File: src/rtl/pipeline_ctrl_pkg.sv
// Shared definitions for the pipeline sequencer: FSM encodings, the
// architectural zero register index and the load-use hazard compare.
package pipeline_ctrl_pkg;

  typedef enum logic [1:0] {
    PCTRL_INIT     = 2'd0,
    PCTRL_RUN      = 2'd1,
    PCTRL_MEM_WAIT = 2'd2,
    PCTRL_REDIRECT = 2'd3
  } pctrl_state_e;

  localparam logic [4:0] REG_ZERO = 5'd0;

  // x0 is never a real producer, so a load targeting it cannot create a hazard.
  function automatic logic load_use_hazard(
    input logic       d_valid,
    input logic       a_valid,
    input logic       a_is_load,
    input logic [4:0] a_reg_d,
    input logic [4:0] d_reg_s1,
    input logic [4:0] d_reg_s2
  );
    return d_valid & a_valid & a_is_load & (a_reg_d != REG_ZERO) &
           ((a_reg_d == d_reg_s1) | (a_reg_d == d_reg_s2));
  endfunction

endpackage

File: src/rtl/pipeline_ctrl_sat_counter.sv
// Event counter that increments on INC and sticks at all-ones.
module sat_counter #(
  parameter int WIDTH = 32
) (
  input  logic             CLK,
  input  logic             RST,
  input  logic             INC,
  output logic [WIDTH-1:0] CNT
);

  logic [WIDTH-1:0] cnt_q;
  logic [WIDTH-1:0] cnt_d;

  always_comb begin
    cnt_d = cnt_q;
    if (INC && (cnt_q != '1)) begin
      cnt_d = cnt_q + WIDTH'(1);
    end
  end

  always_ff @(posedge CLK or posedge RST) begin
    if (RST) begin
      cnt_q <= '0;
    end else begin
      cnt_q <= cnt_d;
    end
  end

  assign CNT = cnt_q;

endmodule

File: src/rtl/pipeline_ctrl.sv
// Pipeline sequencer: start-up hold, memory freeze, branch redirect and
// load-use interlock for the four-stage RV32I pipeline.
module pipeline_ctrl
  import pipeline_ctrl_pkg::*;
#(
  parameter int INIT_CYCLES = 4,
  parameter int CNT_WIDTH   = 32
) (
  input  logic                 CLK,
  input  logic                 RST,
  input  logic                 D_VALID,
  input  logic [4:0]           D_REG_S1,
  input  logic [4:0]           D_REG_S2,
  input  logic                 A_VALID,
  input  logic                 A_IS_LOAD,
  input  logic [4:0]           A_REG_D,
  input  logic                 A_BRANCH_TAKEN,
  input  logic [31:0]          A_BRANCH_TARGET,
  input  logic                 M_MEM_REQ,
  input  logic                 M_MEM_ACK,
  output logic                 STALL_F,
  output logic                 STALL_D,
  output logic                 STALL_A,
  output logic                 STALL_M,
  output logic                 FLUSH_D,
  output logic                 FLUSH_A,
  output logic                 PC_REDIRECT,
  output logic [31:0]          PC_REDIRECT_ADDR,
  output logic                 PROTO_ERR,
  output logic [CNT_WIDTH-1:0] CNT_STALL,
  output logic [CNT_WIDTH-1:0] CNT_FLUSH,
  output logic [1:0]           STATE
);

  localparam int IW = $clog2(INIT_CYCLES + 1);

  pctrl_state_e state_q, state_d;
  logic [IW-1:0] init_cnt_q, init_cnt_d;
  logic          redir_flag_q, redir_flag_d;
  logic          proto_err_q, proto_err_d;

  logic mem_stall;
  logic run_eval;
  logic stall_f, stall_d, stall_a, stall_m;
  logic flush_d, flush_a, pc_redirect;
  logic stall_any, flush_any;

  assign mem_stall = M_MEM_REQ & ~M_MEM_ACK;

  always_comb begin
    state_d      = state_q;
    init_cnt_d   = init_cnt_q;
    redir_flag_d = redir_flag_q;
    proto_err_d  = proto_err_q;
    run_eval     = 1'b0;
    stall_f      = 1'b0;
    stall_d      = 1'b0;
    stall_a      = 1'b0;
    stall_m      = 1'b0;
    flush_d      = 1'b0;
    flush_a      = 1'b0;
    pc_redirect  = 1'b0;

    case (state_q)
      PCTRL_INIT: begin
        {stall_f, stall_d, stall_a, stall_m} = 4'b1111;
        {flush_d, flush_a}                   = 2'b11;
        init_cnt_d = init_cnt_q - IW'(1);
        if (init_cnt_q <= IW'(1)) begin
          state_d = PCTRL_RUN;
        end
      end
      PCTRL_RUN: begin
        if (mem_stall) begin
          {stall_f, stall_d, stall_a, stall_m} = 4'b1111;
          state_d = PCTRL_MEM_WAIT;
        end else begin
          run_eval = 1'b1;
        end
      end
      PCTRL_MEM_WAIT: begin
        if (!M_MEM_REQ && !M_MEM_ACK) begin
          proto_err_d = 1'b1;
        end
        if (mem_stall) begin
          {stall_f, stall_d, stall_a, stall_m} = 4'b1111;
        end else begin
          // Exit cycle behaves as RUN; an interrupted redirect flush resumes next.
          run_eval     = 1'b1;
          state_d      = redir_flag_q ? PCTRL_REDIRECT : PCTRL_RUN;
          redir_flag_d = 1'b0;
        end
      end
      PCTRL_REDIRECT: begin
        if (mem_stall) begin
          {stall_f, stall_d, stall_a, stall_m} = 4'b1111;
          state_d      = PCTRL_MEM_WAIT;
          redir_flag_d = 1'b1;
        end else begin
          flush_d = 1'b1;
          state_d = PCTRL_RUN;
        end
      end
      default: state_d = PCTRL_INIT;
    endcase

    if (run_eval) begin
      if (A_VALID && A_BRANCH_TAKEN) begin
        pc_redirect = 1'b1;
        flush_d     = 1'b1;
        flush_a     = 1'b1;
        state_d     = PCTRL_REDIRECT;
      end else if (load_use_hazard(D_VALID, A_VALID, A_IS_LOAD, A_REG_D,
                                   D_REG_S1, D_REG_S2)) begin
        stall_f = 1'b1;
        stall_d = 1'b1;
        flush_a = 1'b1;
      end
    end
  end

  always_ff @(posedge CLK or posedge RST) begin
    if (RST) begin
      state_q      <= PCTRL_INIT;
      init_cnt_q   <= IW'(INIT_CYCLES);
      redir_flag_q <= 1'b0;
      proto_err_q  <= 1'b0;
    end else begin
      state_q      <= state_d;
      init_cnt_q   <= init_cnt_d;
      redir_flag_q <= redir_flag_d;
      proto_err_q  <= proto_err_d;
    end
  end

  assign stall_any = (stall_f | stall_d | stall_a | stall_m) & (state_q != PCTRL_INIT);
  assign flush_any = (flush_d | flush_a) & (state_q != PCTRL_INIT);

  sat_counter #(.WIDTH(CNT_WIDTH)) u_cnt_stall (
    .CLK (CLK),
    .RST (RST),
    .INC (stall_any),
    .CNT (CNT_STALL)
  );

  sat_counter #(.WIDTH(CNT_WIDTH)) u_cnt_flush (
    .CLK (CLK),
    .RST (RST),
    .INC (flush_any),
    .CNT (CNT_FLUSH)
  );

  assign STALL_F          = stall_f;
  assign STALL_D          = stall_d;
  assign STALL_A          = stall_a;
  assign STALL_M          = stall_m;
  assign FLUSH_D          = flush_d;
  assign FLUSH_A          = flush_a;
  assign PC_REDIRECT      = pc_redirect;
  assign PC_REDIRECT_ADDR = pc_redirect ? A_BRANCH_TARGET : 32'd0;
  assign PROTO_ERR        = proto_err_q;
  assign STATE            = state_q;

endmodule

File: config.mk
export PLATFORM = sky130hd
export DESIGN_NAME = pipeline_ctrl
export DESIGN_NICKNAME = d
export VERILOG_FILES = /design/src/rtl/pipeline_ctrl_pkg.sv /design/src/rtl/pipeline_ctrl_sat_counter.sv /design/src/rtl/pipeline_ctrl.sv
export SDC_FILE = /design/constraint.sdc
export NUM_CORES = 1
export LEC_CHECK = 0
export CORE_UTILIZATION = 48
export DETAILED_ROUTE_END_ITERATION = 6
export GPL_TIMING_DRIVEN = 0
export PLACE_DENSITY = 0.87
export SETUP_SLACK_MARGIN = 0.15
export SYNTH_ARGS = -nofsm -noshare
export SYNTH_HDL_FRONTEND = slang
export SYNTH_SLANG_ARGS = --single-unit
File: constraint.sdc
create_clock -name CLK -period 7.5 [get_ports CLK]
set_clock_uncertainty 0.1 [all_clocks]
set_input_delay 0.75 -clock CLK [delete_from_list [all_inputs] [get_ports CLK]]
set_output_delay 0.75 -clock CLK [all_outputs]
set_load 0.01 [all_outputs]
After elaboration in Yosys (flattened, before gate mapping)
Index checks and enable logic that the tools add are counted.

word-level totals
  input port bits = 55
  bits in registers = 71
  word-level logic and storage cells = 73

cells by class
  equal/unequal tests = 9
  reductions and logical operators = 14
  $add $sub $neg = 3
  order comparisons = 1
  bitwise logic cells = 12
  mux-type cells = 28

operators with widths
  cell                                                                              count
  32-bit by 1-bit adder with 32-bit output, second input constant                   2
  32-bit inequality test, second input constant                                     2
  32-bit two-way mux                                                                1
  1-bit two-way mux                                                                 16
  2-bit two-way mux                                                                 7
  5-bit equality test                                                               2
  2-bit one-hot mux with 4 select lines                                             1
  1-bit AND                                                                         7
  1-bit one-hot mux with 2 select lines                                             3
  5-bit nonzero test                                                                1
  2-bit equality test, second input constant                                        2
  1-bit logical AND                                                                 4
  2-bit inequality test, second input constant                                      2
  1-bit OR                                                                          4
  2-bit nonzero test                                                                2
  3-bit by 1-bit less-or-equal comparator with 1-bit output, second input constant  1
  3-bit AND reduction                                                               1
  3-bit OR reduction                                                                1
  3-bit by 1-bit subtractor with 3-bit output, second input constant                1
  2-bit by 1-bit equality test with 1-bit output, second input constant             1
  1-bit zero test                                                                   2
  2-bit zero test                                                                   1
  2-bit AND reduction                                                               1
  2-bit OR reduction                                                                1
  1-bit inverter                                                                    1

Logic depth before layout (Yosys ltp)
Gate-level depths: netlist (run 1).

  depth after elaboration = 11
  gate-level depth with buffers = 9

By module
A second synthesis (run 1) with hierarchy kept.

unflattened totals
  cells, all modules = 398
  area, all modules = 4011.3 um2

by module, submodules not included
  module         instances  cells an instance  area each (um2)
  sat_counter    2          139                1561.5
  pipeline_ctrl  1          120                888.4

Worst setup path before layout (run 1)
OpenSTA, ideal clock, no wires.

  path type = input -> output
  start point = input A_REG_D[1]
  end point = output FLUSH_A
  path buffers = 0
  data arrival time = 1.973 ns
  path slack = 4.677 ns
  data required time = 6.650 ns
  cell stages on the path = 4
  cells stage by stage = or4_1 o2111ai_1 nor2_1 or3_1

between the ends
  word-level cells in the longest chain between the ends = 6
  elaborated cells between the ends (all ways) = 9
  classes of those cells = 2 x eq/ne; 3 x mux; 3 x bitwise; 1 x reduce/logical

ends and longest elaborated chain
  item                                                              RTL line                                          source
  start, declared                                                   pipeline_ctrl.sv:16                               input logic [4:0] A_REG_D,
  5-bit equality test / 5-bit nonzero test (equally long branches)  pipeline_ctrl_pkg.sv:24, pipeline_ctrl_pkg.sv:23
  1-bit OR / 1-bit AND (equally long branches)                      pipeline_ctrl_pkg.sv:24, pipeline_ctrl_pkg.sv:23
  1-bit AND (*)                                                     pipeline_ctrl_pkg.sv:23                           return d_valid & a_valid & a_is_load & (a_reg_d != REG_ZERO) &
  1-bit two-way mux (*)                                             pipeline_ctrl.sv:113                              end else if (load_use_hazard(D_VALID, A_VALID, A_IS_LOAD, A_REG_D,
  1-bit two-way mux (*)                                             pipeline_ctrl.sv:108                              if (A_VALID && A_BRANCH_TAKEN) begin
  1-bit two-way mux (*)                                             pipeline_ctrl.sv:107                              if (run_eval) begin
  end, declared                                                     pipeline_ctrl.sv:26                               output logic FLUSH_A,

Mark *: on every way between the ends. The rest lies on a longest branch, timed or not.

Worst setup path after layout (run 1)
Same ends and word-level chain as after synthesis.

==> metrics.txt, run 1 <==
status complete, no violations; yosys warns 0; Worst-Margin Slew 838 ps; Nets 659; main area contributors after synthesis dfrtp_1 (43%), xor2_1 (8.8%), xnor2_1 (7.0%); reg2reg start STATE[0]; htree depth 3; Ports 161; Setup CP Type primary input to output port; Final Util 0.730; Seq/Total Area, Yosys 0.433; # DRC 0; Startpoint Class primary input; die area 8920 sq um; GR Overflow Total 0; syn nets 488; first drt pass iteration count 4; Starting DRT DRC Count 183; Post-Syn Area 4100 sq um; met3 routed WL 732 microns; Final Hold Vio Count 0; RSZ-0062 raised after global routing false; Die Ht 94.4 microns; placed cells 691; Comb pwr share 0.426; register bit count reported by yosys 71; drt total wl 11900 microns; vias 3943; Metal-1 WL 5080 microns; NetSw 0.522 mW; Site Rows 33; power per cell area 234 nW/um^2; Final HPWL DP 9030 microns; WL/cell 16.8 microns; most used cells in the layout excluding fill and tap cells clkdlybuf4s50_1 (160), dfrtp_1 (70), and3_1 (42); min cycle time layout 3970 ps; vias per inst 5.58; CTS tree built; total CTS buffers 9; WHS 377 ps; Netlist cell types 48; Hold/Removal Path Class flip-flop to flip-flop; CTS clk-pin slew, worst paths 70 ps; Crit. Startpoint A_REG_D[1]; post-CTS setup buffer count 0; post-route ant nets 0; VDD IR max 0.176 mV; slew margin rel. 0.437; first-pass GRT wire length 18600 microns; internal cell power 0.892 mW; # setup viols final 0; CP endpoint kind output port; clock latency at the later pin of the worst-skew pair 340 ps; period utilization 0.529; Seq. cell area 1780 sq um; asr flop ratio synth 1.00; GRT Util Overall 0.272; clk root buf clkbuf_8; post-synth top area share 0.427; vias in the first global route 3729; largest net degree at the start of global routing 72; Core Region 8260 sq um; initial antenna violation count 0; Area Growth Syn to Fin 47.1%; clk buf depth 2; uppermost layer routed met4; Fmax 0.252 GHz; multi-input logic area 2150 sq um; max cap viols 0; reg2reg path depth 9; DP Area 5840 sq um; EDFF count, synth 0; sw frac 0.369; Total Power 1.41 mW; Non-Filler Instances 707; commonest non-fill, non-tap cell in the layout clkdlybuf4s50_1; Die Wd 94.4 microns; Clock Power Share 0.213; CTS resizes 0; hold_sp PROTO_ERR; Initial Util 0.497; worst hold path cell count 2; Worst EP arrival 3120 ps; LEAKAGE 2.61 nW; Synth area leader dfrtp_1; fillcell total 635; Post-CTS Hold Buffers 0; Crit Path Max Fanout 3; final setup margin 3530 ps; Avg Inst Size Synth 9.63 sq um; ant diodes 0; PortBufs 160; routed length on met2 5900 microns; Primary FF master, synth dfrtp_1; Setup WS pre-CTS 3560 ps; Design Area, Final 6030 sq um; Post-Syn Instances 426; Slew Limit Fails 0; Seq pwr share 0.361; layout cells sized above 1 0.0847; CTS Sinks 71; Worst Path Required 6650 ps; RD Place Congestion 0.838; post-route setup TNS 0 ps
## kinds of logic (layout without fill, tap and decap cells)
family          count (synthesis)  after routing  synth area share
xor+xnor                       74             74             0.158
compound gates                 16             16            0.0256
simple gates                  221            221             0.309
flops                          71             71             0.433
mux                             4              4            0.0107
buf+inv                        33            209            0.0418
fa+ha+maj                       7              7            0.0214
## worst max-delay path, cell delays in order
cell	delay, ps
clkdlybuf4s50_1	480
or4_1	570
o2111ai_1	300
nor2_1	110
or3_1	390
clkdlybuf4s50_1	510
## worst paths after layout
kind	to	slack, ps
worst max-delay path	FLUSH_A	3530
worst min-delay path	PROTO_ERR	380
worst max register to register	u_cnt_flush.CNT[12]	4660
worst min register to register	PROTO_ERR	380
max in group asynchronous	u_cnt_flush.CNT[4]	5930
min in group asynchronous	u_cnt_stall.CNT[1]	840
## synthesized netlist by cell type, types with 7 or more instances
library cell / instances
nand2_1: 34
xor2_1: 41
inv_1: 11
clkbuf_1: 10
ha_1: 7
nor3_1: 27
nand3_1: 32
nand4_1: 21
xnor2_1: 33
and3_1: 42
dfrtp_1: 70
nor2_1: 21
## sequential cells by signal, summed over array words and instances, names as in the netlist
name             flops
u_cnt_stall.CNT     32
STATE                2
redir_flag_q         1
init_cnt_q           3
u_cnt_flush.CNT     32
PROTO_ERR            1
## metal layers
metal / GRT usage / vias to the layer above
li1: - / 1846
met1: 0.376 / 1934
met2: 0.431 / 144
met3: 0.0652 / 19
met4: 0.0667 / 0
met5: 0 / -
## power groups by stage
stage                     clock, mW  sequential, mW  combinational (mW)
after floorplan                   0           0.520               0.302
after global placement            0           0.512               0.581
after detailed placement          0           0.515               0.599
after CTS                     0.305           0.509               0.603
after global routing          0.324           0.519               0.653
final                         0.301           0.510               0.602
## area by class of cell
class / count / area share
multi-input combinational: 322 / 0.357
sequential: 71 / 0.295
timing repair buffer: 160 / 0.266
tap: 105 / 0.0218
buffer: 22 / 0.0216
clock buffer: 9 / 0.0205
clock inverter: 7 / 0.0118
inverter: 11 / 0.00726
Note: power is estimated with default switching activity, not from simulation.
==> inputs of run 2 (changes only) <==
--- a/config.mk
+++ b/config.mk
@@ -5,10 +5,10 @@
 export SDC_FILE = /design/constraint.sdc
 export NUM_CORES = 1
 export LEC_CHECK = 0
-export CORE_UTILIZATION = 48
+export CORE_UTILIZATION = 40
 export DETAILED_ROUTE_END_ITERATION = 6
 export GPL_TIMING_DRIVEN = 0
-export PLACE_DENSITY = 0.87
+export PLACE_DENSITY = 0.77
 export SETUP_SLACK_MARGIN = 0.15
 export SYNTH_ARGS = -nofsm -noshare
 export SYNTH_HDL_FRONTEND = slang
==> constraint.sdc (replaced) <==
create_clock -name CLK -period 3.2 [get_ports CLK]
set_clock_uncertainty 0.1 [all_clocks]
set_input_delay 0.32 -clock CLK [delete_from_list [all_inputs] [get_ports CLK]]
set_output_delay 0.32 -clock CLK [all_outputs]
set_load 0.01 [all_outputs]
==> metrics.txt, run 2 (same netlist as run 1, synthesis figures left out) <==
drt total wl 11600 microns (-2.0%); worst reg2reg path endpoint u_cnt_stall.CNT[28]; commonest non-fill, non-tap cell in the layout clkdlybuf4s50_1; Worst EP arrival 2530 ps (-590 ps); most used cells in the layout excluding fill and tap cells clkdlybuf4s50_1 (160), dfrtp_1 (69), and3_1 (42); vias per inst 5.27 (-5.4%); power per cell area 562 nW/um^2 (+140%); RSZ-0062 raised after global routing true; max incr delay on CP 600 ps (+30 ps); min cycle time layout 2950 ps; Slew Limit Fails 0 (unchanged); Slowest cell on crit path or4_1; largest net degree at the start of global routing 72 (unchanged); reg2reg path depth 7 (-2); RD Place Congestion 0.884 (+5.6%); slew margin rel. 0.421 (-0.0160); # DRC 0 (unchanged); first-pass GRT wire length 17800 microns (-4.4%); # setup viols final 0 (unchanged); vias in the first global route 3661 (-1.8%); CP endpoint kind output port; reg2reg start u_cnt_stall.CNT[0]; post-route setup TNS 0 ps (unchanged); final setup margin 253 ps (-3280 ps); CP Cell Sequence clkdlybuf4s50_1, or4_1, o2111ai_4, nor2_2, or3_1, clkdlybuf4s50_1; Worst Path Required 2780 ps (-3870 ps); PortBufs 160 (unchanged); clk root buf clkbuf_8; die area 10700 sq um (+20%); Crit. Startpoint A_REG_D[1]; Site Rows 36 (+9.1%); htree depth 3 (unchanged); Final Hold Vio Count 0 (unchanged); post-route ant nets 0 (unchanged); CTS Sinks 71 (unchanged); Initial Util 0.416 (-0.0809); Setup WS pre-CTS 180 ps (-3380 ps); CP Capture Point FLUSH_A; Setup CP Type primary input to output port; Startpoint Class primary input; status complete, no violations; clock latency at the later pin of the worst-skew pair 350 ps (about the same); CTS tree built; total CTS buffers 9 (unchanged); Final HPWL DP 8630 microns (-4.4%); Area Growth Syn to Fin 49.8%; Starting DRT DRC Count 110 (-40%); Non-Filler Instances 737 (+4.2%); WL/cell 15.8 microns (-6.0%); GRT Util Overall 0.214 (-0.0580); fillcell total 829 (+31%); Worst-Margin Slew 869 ps (+31.7 ps); Die Ht 103 microns (+9.3%); Crit Path Max Fanout 3 (unchanged); multi-input logic area 2170 sq um (+0.93%); max cap viols 0 (unchanged); placed cells 719 (+4.1%); Seq. cell area 1780 sq um (about the same); ant diodes 0 (unchanged); Ports 161 (unchanged); layout cells sized above 1 0.0960 (+0.0113); r2r setup slk 420 ps (-4240 ps); period utilization 0.921; VDD IR max 0.326 mV (+85%); GR Overflow Total 0 (unchanged); Die Wd 103 microns (+9.3%); initial antenna violation count 0 (unchanged); Top cell by count, worst path clkdlybuf4s50_1; Nets 661 (+0.30%); Hold/Removal Path Class flip-flop to flip-flop; clk buf depth 2 (unchanged); first drt pass iteration count 4 (unchanged); Core Region 9860 sq um (+19%); Fmax 0.339 GHz; vias 3887 (-1.4%); CTS clk-pin slew, worst paths 70 ps (about the same); LEAKAGE 2.65 nW (+1.4%)
==> run 2: cell count changes in the layout (fill, tap and decap cells not counted), sizes merged <==
cell / previous run / this run
clkbuf: 20 / 22
bufinv: 1 / 2
clkinv: 2 / 1
inv: 12 / 11
clkinvlp: 3 / 2
buf: 11 / 13
==> run 2: final cells by class <==
class,instances,share of cell area
plain buffers,22,0.0216
clock buffers,11,0.0246
clock inverters,5,0.0130
inverters,11,0.00713
multi-input cells,322,0.354
flip-flops and latches,71,0.290
well taps,133,0.0271
repair buffers,162,0.263
==> run 2: per-layer routing <==
metal / wire length (microns) / GRT usage
met5: 0 / 0
met4: 133 / 0.0520
met3: 473 / 0.0484
met2: 5710 / 0.344
met1: 5320 / 0.296
==> run 2: repair_timing <==
item,4_1_cts,5_1_grt
pin swaps,1,1
endpoints found under the setup margin,7,7
hold buffers,0,0
resized for setup,1,7
buffers inserted,2,0
==> run 2: metrics by stage <==
stage / util / total power, mW / cell area (sq um) / hold WS [ps]
5_1_grt: 0.623 / 3.64 / 6140 / 417
4_1_cts: 0.620 / 3.46 / 6120 / 367
3_5_place_dp: 0.595 / 2.60 / 5870 / 355
2_1_floorplan: - / 1.93 / 4100 / 315
6_report: 0.623 / 3.45 / 6140 / 368
3_3_place_gp: 0.595 / 2.57 / 5870 / 355
==> run 2: critical path, delay by kind of cell <==
family / cells / cell delay [ps]
AO/OA/AOI/OAI: 1 / 240
AND/OR/NAND/NOR: 3 / 1020
buffers and inverters: 2 / 940
==> run 2: report_power, final <==
part / total (mW) / leakage (nW) / internal, mW / switching [mW]
sequential: 1.19 / 0.922 / 1.03 / 0.155
combinational: 1.43 / 1.61 / 0.720 / 0.715
clock: 0.828 / 0.112 / 0.480 / 0.348
==> run 2: how the worst min path moves through the flow <==
| stage | endpoint | startpoint | cells after the start |
|---|---|---|---|
| after floorplan | PROTO_ERR | M_MEM_ACK | 1 |
| after global placement | init_cnt_q[0] | init_cnt_q[0] | 1 |
| after detailed placement | init_cnt_q[0] | init_cnt_q[0] | 1 |
| after CTS | init_cnt_q[0] | init_cnt_q[0] | 1 |
| after global routing | PROTO_ERR | PROTO_ERR | 2 |
| final | init_cnt_q[0] | init_cnt_q[0] | 1 |
